$ cat config.mk
export PLATFORM = sky130hd
export DESIGN_NAME = uart_tx_arbiter
export DESIGN_NICKNAME = d
export VERILOG_FILES = /design/src/rtl/uart_tx_arbiter.sv
export SDC_FILE = /design/constraint.sdc
export NUM_CORES = 1
export LEC_CHECK = 0
export ABC_AREA = 0
export BUFFER_PORTS_ARGS = -buffer_cell sky130_fd_sc_hd__buf_4
export CAP_MARGIN = 30
export CORE_MARGIN = 1.5
export CORE_UTILIZATION = 36
export DETAILED_ROUTE_END_ITERATION = 8
export HOLD_SLACK_MARGIN = 0.12
export PLACE_DENSITY = 0.72
export SYNTH_ARGS = -nofsm -noshare
export SYNTH_HDL_FRONTEND = slang
export SYNTH_SLANG_ARGS = --single-unit
$ cat constraint.sdc
create_clock -name clk -period 1.5 [get_ports clk]
set_input_delay 0.075 -clock clk [delete_from_list [all_inputs] [get_ports clk]]
set_output_delay 0.075 -clock clk [all_outputs]
set_load 0.01 [all_outputs]
$ cat src/rtl/uart_tx_arbiter.sv
// ============================================================================
// Module   : uart_tx_arbiter
// Purpose  : Round-robin sharing of one UART transmitter between NREQ byte
//            requesters; optional per-packet locking via UART_TX_ARB_LOCK_EN.
// Revision : 1.0 - initial release
// ============================================================================
`default_nettype none

module uart_tx_arbiter #(
  parameter int NREQ = 4,
  parameter int DBIT = 8,
  localparam int GW  = (NREQ > 1) ? $clog2(NREQ) : 1
) (
  input  logic                 clk,
  input  logic                 reset,
  input  logic [NREQ-1:0]      req_valid,
  input  logic [NREQ*DBIT-1:0] req_data,
  input  logic [NREQ-1:0]      req_last,
  output logic [NREQ-1:0]      req_ready,
  output logic                 tx_start,
  output logic [DBIT-1:0]      tx_din,
  input  logic                 tx_done_tick,
  output logic                 busy,
  output logic [GW-1:0]        grant_id
);

  localparam logic [1:0] S_IDLE  = 2'd0;
  localparam logic [1:0] S_START = 2'd1;
  localparam logic [1:0] S_WAIT  = 2'd2;

  logic [1:0]      state_q, state_d;
  logic [GW-1:0]   ptr_q, ptr_d;
  logic [GW-1:0]   grant_q, grant_d;
  logic [DBIT-1:0] din_q, din_d;
  logic [NREQ-1:0] elig;
  logic [GW-1:0]   win_idx;
  logic            win_found;
  logic            accept;

`ifdef UART_TX_ARB_LOCK_EN
  logic          lock_q, lock_d;
  logic [GW-1:0] owner_q, owner_d;

  // While a packet is open only its owner may be granted, valid or not.
  always_comb begin
    elig = req_valid;
    if (lock_q) elig = req_valid & (NREQ'(1) << owner_q);
  end

  always_comb begin
    lock_d  = lock_q;
    owner_d = owner_q;
    if (accept) begin
      lock_d  = ~req_last[win_idx];
      owner_d = win_idx;
    end
  end

  always_ff @(posedge clk) begin
    if (reset) begin
      lock_q  <= 1'b0;
      owner_q <= '0;
    end else begin
      lock_q  <= lock_d;
      owner_q <= owner_d;
    end
  end
`else
  logic unused_last;
  assign unused_last = ^req_last;
  assign elig        = req_valid;
`endif

  // Walk upward from ptr with an explicit wrap so any NREQ works.
  always_comb begin
    int cand;
    logic [GW-1:0] idx;
    cand      = 0;
    idx       = '0;
    win_found = 1'b0;
    win_idx   = '0;
    for (int k = 0; k < NREQ; k++) begin
      cand = int'(ptr_q) + k;
      if (cand >= NREQ) cand = cand - NREQ;
      idx = cand[GW-1:0];
      if (!win_found && elig[idx]) begin
        win_found = 1'b1;
        win_idx   = idx;
      end
    end
  end

  assign accept = (state_q == S_IDLE) && win_found;

  always_ff @(posedge clk) begin
    if (reset) begin
      state_q <= S_IDLE;
      ptr_q   <= '0;
      grant_q <= '0;
      din_q   <= '0;
    end else begin
      state_q <= state_d;
      ptr_q   <= ptr_d;
      grant_q <= grant_d;
      din_q   <= din_d;
    end
  end

  always_comb begin
    state_d = state_q;
    case (state_q)
      S_IDLE:  if (accept) state_d = S_START;
      S_START: state_d = S_WAIT;
      S_WAIT:  if (tx_done_tick) state_d = S_IDLE;
      default: state_d = S_IDLE;
    endcase
  end

  always_comb begin
    ptr_d   = ptr_q;
    grant_d = grant_q;
    din_d   = din_q;
    if (accept) begin
      din_d   = req_data[win_idx*DBIT +: DBIT];
      grant_d = win_idx;
      ptr_d   = (win_idx == GW'(NREQ - 1)) ? '0 : win_idx + 1'b1;
    end
  end

  always_comb begin
    req_ready = '0;
    if (accept) req_ready[win_idx] = 1'b1;
    tx_start = (state_q == S_START);
    busy     = (state_q != S_IDLE);
  end

  assign tx_din   = din_q;
  assign grant_id = grant_q;

endmodule

`default_nettype wire
==> run metrics, run 1 <==
min Tclk post-route 1.70 ns; Core ar. 0.00221 mm²; Crit Path Category reg -> out; CTS tree done; DRT Pass-1 Iters 4; share of cells above drive strength 1 around 48%; Clock Root Buffer clkbuf_4; routed length per placed instance about 17 µm; RSZ-0062 raised after global routing true; CP endpoint kind output port; area added between synthesis and finish 109%; hold depth 3; CTS Buf Count 3; row count 17; Worst Path Max Fanout 5; Max Clk Rate 588 MHz; die height 51.6 µm; Clk Latency, worst-skew pair 0.28 ns; DP Wirelength 1870 µm; worst hold path class in -> reg; yosys synthesis warning count 0; Via-to-Cell Ratio roughly 5.5; clock sink total 14; # diodes 0; peak supply drop 642 µV; flops & latches, synth 14; Syn Area/Cell ~9.7 µm²; Die Footprint 0.00266 mm²; GP Congestion around 0.76; Final Routed Wirelength roughly 3700 µm; initial core utilization 38.5%; async set-reset flop share out of synthesis 0%; Setup Skew 0.00330 ns; fillers 124; Area after DPL 0.00136 mm²; max-slew violation count 0; final core utilization 80.5%; Setup Total Neg Slack -1.52 ns; # IOs 59; die width between 50 and 60 µm; failing checks setup timing; grt total ovfl 0; Clk pin slew, worst setup/hold paths 0.10 ns; DR vias 1148; antenna violations before repair 0; Worst EP required approximately 1.4 ns; Leak between 0.8 and 0.9 nW; syn_nets between 100 and 150; final worst-path cycle share 113%; Cells after Synth 88; DRC viols 0; Cells after DPL about 180; sequential-to-total area share from yosys stat 32.9%; dpl ws -0.0858 ns; Post-synth EDFFs 0; final worst-path setup slack -0.200 ns; Main synth FF type dfxtp_1; max_slew headroom between 70 and 80%; largest net degree at the start of global routing 15; gr usage total 25.8%; final instance area 0.00178 mm²; worst hold slack 0.127 ns; max cap viols 0; CTS Buffer Depth 2; total power 1.63 mW; Critical Path Source Type flip-flop; DRT iter0 DRCs 32; global-route wire length before repair 5090 µm; Synth cell types 29; Finish-stage setup viols 12; crit path DAT 1.63 ns; post-synthesis cell area 851 µm²; layout net count 226; H-tree Lvls 1; final hold violations 0; worst slew pin tran 0.398 ns; outcome finished, violations left; number of global-route vias before repair 1143; pwr dens between 900 and 1000 mW/mm²; Routed Antenna Nets 0; Final Non-Filler Cells between 200 and 250; Port Buffers between 50 and 60; FF-to-FF path depth 7
synthesized netlist by cell type, types with 2 or more instances:
| cell type | n | share of area (%) |
|---|---|---|
| mux2i_1 | 17 | 20 |
| dfxtp_1 | 14 | 33 |
| nand3b_1 | 8 | 7.1 |
| o221ai_1 | 8 | 8.2 |
| nand2_1 | 5 | 2.2 |
| nor2_1 | 5 | 2.2 |
| a21oi_1 | 4 | 2.4 |
| nor3_1 | 3 | 1.8 |
| and2_1 | 2 | 1.5 |
| clkbuf_1 | 2 | 0.88 |
| or2_1 | 2 | 1.5 |
registers in the layout, summed over array words and instances (netlist names):
register  cells
grant_id      2
ptr_q         2
state_q       2
tx_din        8
placed cells by master, fill, tap and decap left out, types with 2 or more instances in the layout:
cell type	count
dfxtp_1	13
buf_6	2
clkbuf_16	2
mux2i_2	3
buf_12	2
nand2_1	3
nor2_1	5
and2_1	2
nor3_2	2
buf_4	62
o221ai_1	8
mux2i_1	14
dlygate4sd3_1	27
a21oi_1	3
nand2_2	2
clkbuf_4	3
nand3b_1	8
what timing repair did:
item                                    4_1_cts  5_1_grt
hold endpoints to repair                     14        0
cloned                                        0        2
resized for setup                            10        8
endpoints found under the setup margin       14       14
pin swaps                                     2        6
buffers inserted                              1        1
hold buffers                                 27        0
path summary, 6_finish.rpt:
kind	from	endpoint	slack, ns
min reg2reg	grant_id[1]$_SDFFE_PP0P_	grant_id[1]$_SDFFE_PP0P_	0.48
max	state_q[0]$_SDFFE_PP0P_	req_ready[0]	-0.20
max reg2reg	ptr_q[1]$_SDFFE_PP0P_	tx_din[4]$_SDFFE_PP0P_	-0.13
min	req_data[4]	tx_din[4]$_SDFFE_PP0P_	0.13
critical path: stages (launching register included):
cell and delay [ns]:
dfxtp_1 0.33, or2_1 0.25, or2_4 0.27, buf_4 0.17, nor3_2 0.17, buf_4 0.15
area by class of cell:
class | count | area (µm²) | area share [%]
repair buffers | 95 | 848 | 47.6
multi-input cells | 68 | 574 | 32.2
flip-flops and latches | 14 | 284 | 15.9
clock buffers | 4 | 36.3 | 2.04
well taps | 28 | 35.0 | 1.97
inverters | 1 | 3.75 | 0.211
where the power goes:
group / total, mW / switching (mW) / leakage (nW) / internal, mW
Combinational: 0.860 / 0.372 / 0.667 / 0.488
Clock: 0.288 / 0.140 / 0.0210 / 0.148
Sequential: 0.482 / 0.0446 / 0.116 / 0.437
cell families (layout without fill, tap and decap cells):
logic type / after synthesis / in the layout / share of synthesized area, %
AND/OR/NAND/NOR: 31 / 31 / 22.4
AO/OA/AOI/OAI: 19 / 19 / 18.1
multiplexers: 17 / 17 / 20.0
flip-flops: 14 / 14 / 32.9
buffers and inverters: 6 / 100 / 5.59
XOR/XNOR: 1 / 1 / 1.03
per-layer routing:
layer	vias up	part of all wire, %	track usage [%]
li1	522	-	-
met5	-	0	0
met2	58	51	46.8
met1	553	41	29.8
met3	15	5.8	3.45
met4	0	3.1	11.8
Power figures use the tool's default switching activity.
==> run 2: changes to the inputs <==
CORE_MARGIN = 2   (was 1.5)
MAX_ROUTING_LAYER = met4   (was not set)
==> run metrics, run 2 (synthesis results as in run 1) <==
DRT iter0 DRCs 10; CP endpoint kind output port; Clock Root Buffer clkbuf_4; worst slew pin tran 0.478 ns; grt total ovfl 0; RSZ-0062 raised after global routing true; die height 52.6 µm; failing checks setup timing; Finish-stage setup viols 13; DRT Pass-1 Iters 4; largest net degree at the start of global routing 15; GP Congestion 0.846; Routed Antenna Nets 0; initial core utilization approximately two fifths; final worst-path cycle share 109%; antenna violations before repair 0; crit path DAT 1.57 ns; DR vias between 1000 and 1500; Max Clk Rate roughly 610 MHz; Setup Total Neg Slack -1.11 ns; CTS tree done; number of global-route vias before repair 1126; clock sink total 14; max reg flops 8; Setup Skew ~0.004 ns; DP Wirelength 1980 µm; outcome finished, violations left; fillers 163; Worst EP required ~1.4 ns; CTS Buf Count 3; # diodes 0; most common cell after layout, fill and taps aside buf_4; Via-to-Cell Ratio slightly above 5; most frequent cells in the layout buf_4, mux2i_1, dlygate4sd3_1; worst hold path class in -> reg; Die Footprint 0.00277 mm²; die width between 50 and 60 µm; area added between synthesis and finish 94.7%; H-tree Lvls 1; Critical Path Source Type flip-flop; Worst Path Max Fanout 5; final hold violations 0; Final Routed Wirelength 3080 µm; row count 17; final worst-path setup slack -0.142 ns; Clk pin slew, worst setup/hold paths 0.09 ns; max_slew headroom 67.8%; CTS Buffer Depth 2; max-slew violation count 0; share of cells above drive strength 1 ~51%; Core ar. 0.00223 mm²; # IOs 59; Leak about 0.75 nW; gr usage total 25.5%; layout net count 216; Crit Path Category reg -> out; global-route wire length before repair 4920 µm; DRC viols 0; Port Buffers 54; max cap viols 0; min Tclk post-route 1.64 ns; total power 1.49 mW; Clk Latency, worst-skew pair 0.27 ns; pwr dens 902 mW/mm²; peak supply drop 540 µV; routed length per placed instance 15.5 µm
==> run 2: cell count changes in the layout (fill, tap and decap cells not counted), moves of 2 or more <==
cell and change:
buf_6 +3, clkbuf_16 -2, dlygate4sd3_1 -11, mux2i_1 +2
mux2i_2 -2
==> run 2: worst max-delay path, stage by stage (launching register included) <==
cell and delay, ns:
dfxtp_1 0.32, or2_1 0.24, or2_4 0.27, buf_6 0.14, nor3_4 0.20, buf_6 0.13
==> run 2: area by class of cell <==
type	instances	area (µm²)	area share (%)
clock buffer	3	22.5	1.36
sequential	14	285	17.2
multi-input combinational	68	588	35.5
inverter	1	3.75	0.227
tap	28	35.0	2.11
timing repair buffer	85	722	43.6
==> run 2: final timing paths <==
check	cells after the start	slack, ns	startpoint	end
setup reg to reg	6	-0.10	ptr_q[1]$_SDFFE_PP0P_	tx_din[6]$_SDFFE_PP0P_
hold reg to reg	2	0.47	grant_id[1]$_SDFFE_PP0P_	grant_id[1]$_SDFFE_PP0P_
hold / removal	3	0.12	req_data[0]	tx_din[0]$_SDFFE_PP0P_
setup / recovery	5	-0.14	state_q[0]$_SDFFE_PP0P_	req_ready[2]
==> run 2: timing repair <==
action                                 4_1_cts  5_1_grt
setup endpoints to repair                   12       13
setup buffers                                4        0
pin swaps                                   10        0
hold buffers                                16        0
gates resized for setup                     19        1
endpoints found under the hold margin       13        0
==> run 2: layer usage <==
metal / routed length [µm] / up-vias / track usage [%]
met2: 1750 / 39 / 48.1
met5: 0 / - / -
met4: 51 / 0 / 8.12
li1: - / 501 / -
met3: 151 / 6 / 4.00
met1: 1130 / 480 / 26.7
==> run 2: where the power goes <==
group	total, mW	switching, mW	internal [mW]
combinational	0.796	0.338	0.458
clock	0.214	0.121	0.0928
sequential	0.484	0.0458	0.438
total	1.49	0.505	0.989
==> run 2: stage by stage <==
stage | utilization (%) | instances | hold slack (ns) | cell area [µm²] | worst slack [ns]
3_5_place_dp | 60.7 | 176 | 0.352 | 1360 | -0.0214
3_3_place_gp | 60.7 | 176 | 0.349 | 1360 | 0.00874
4_1_cts | 74.1 | 199 | 0.123 | 1650 | -0.134
5_1_grt | 74.2 | 199 | 0.126 | 1660 | -0.213
2_1_floorplan | - | 88 | 0.154 | 852 | -0.0305
6_report | 74.2 | 199 | 0.119 | 1660 | -0.142
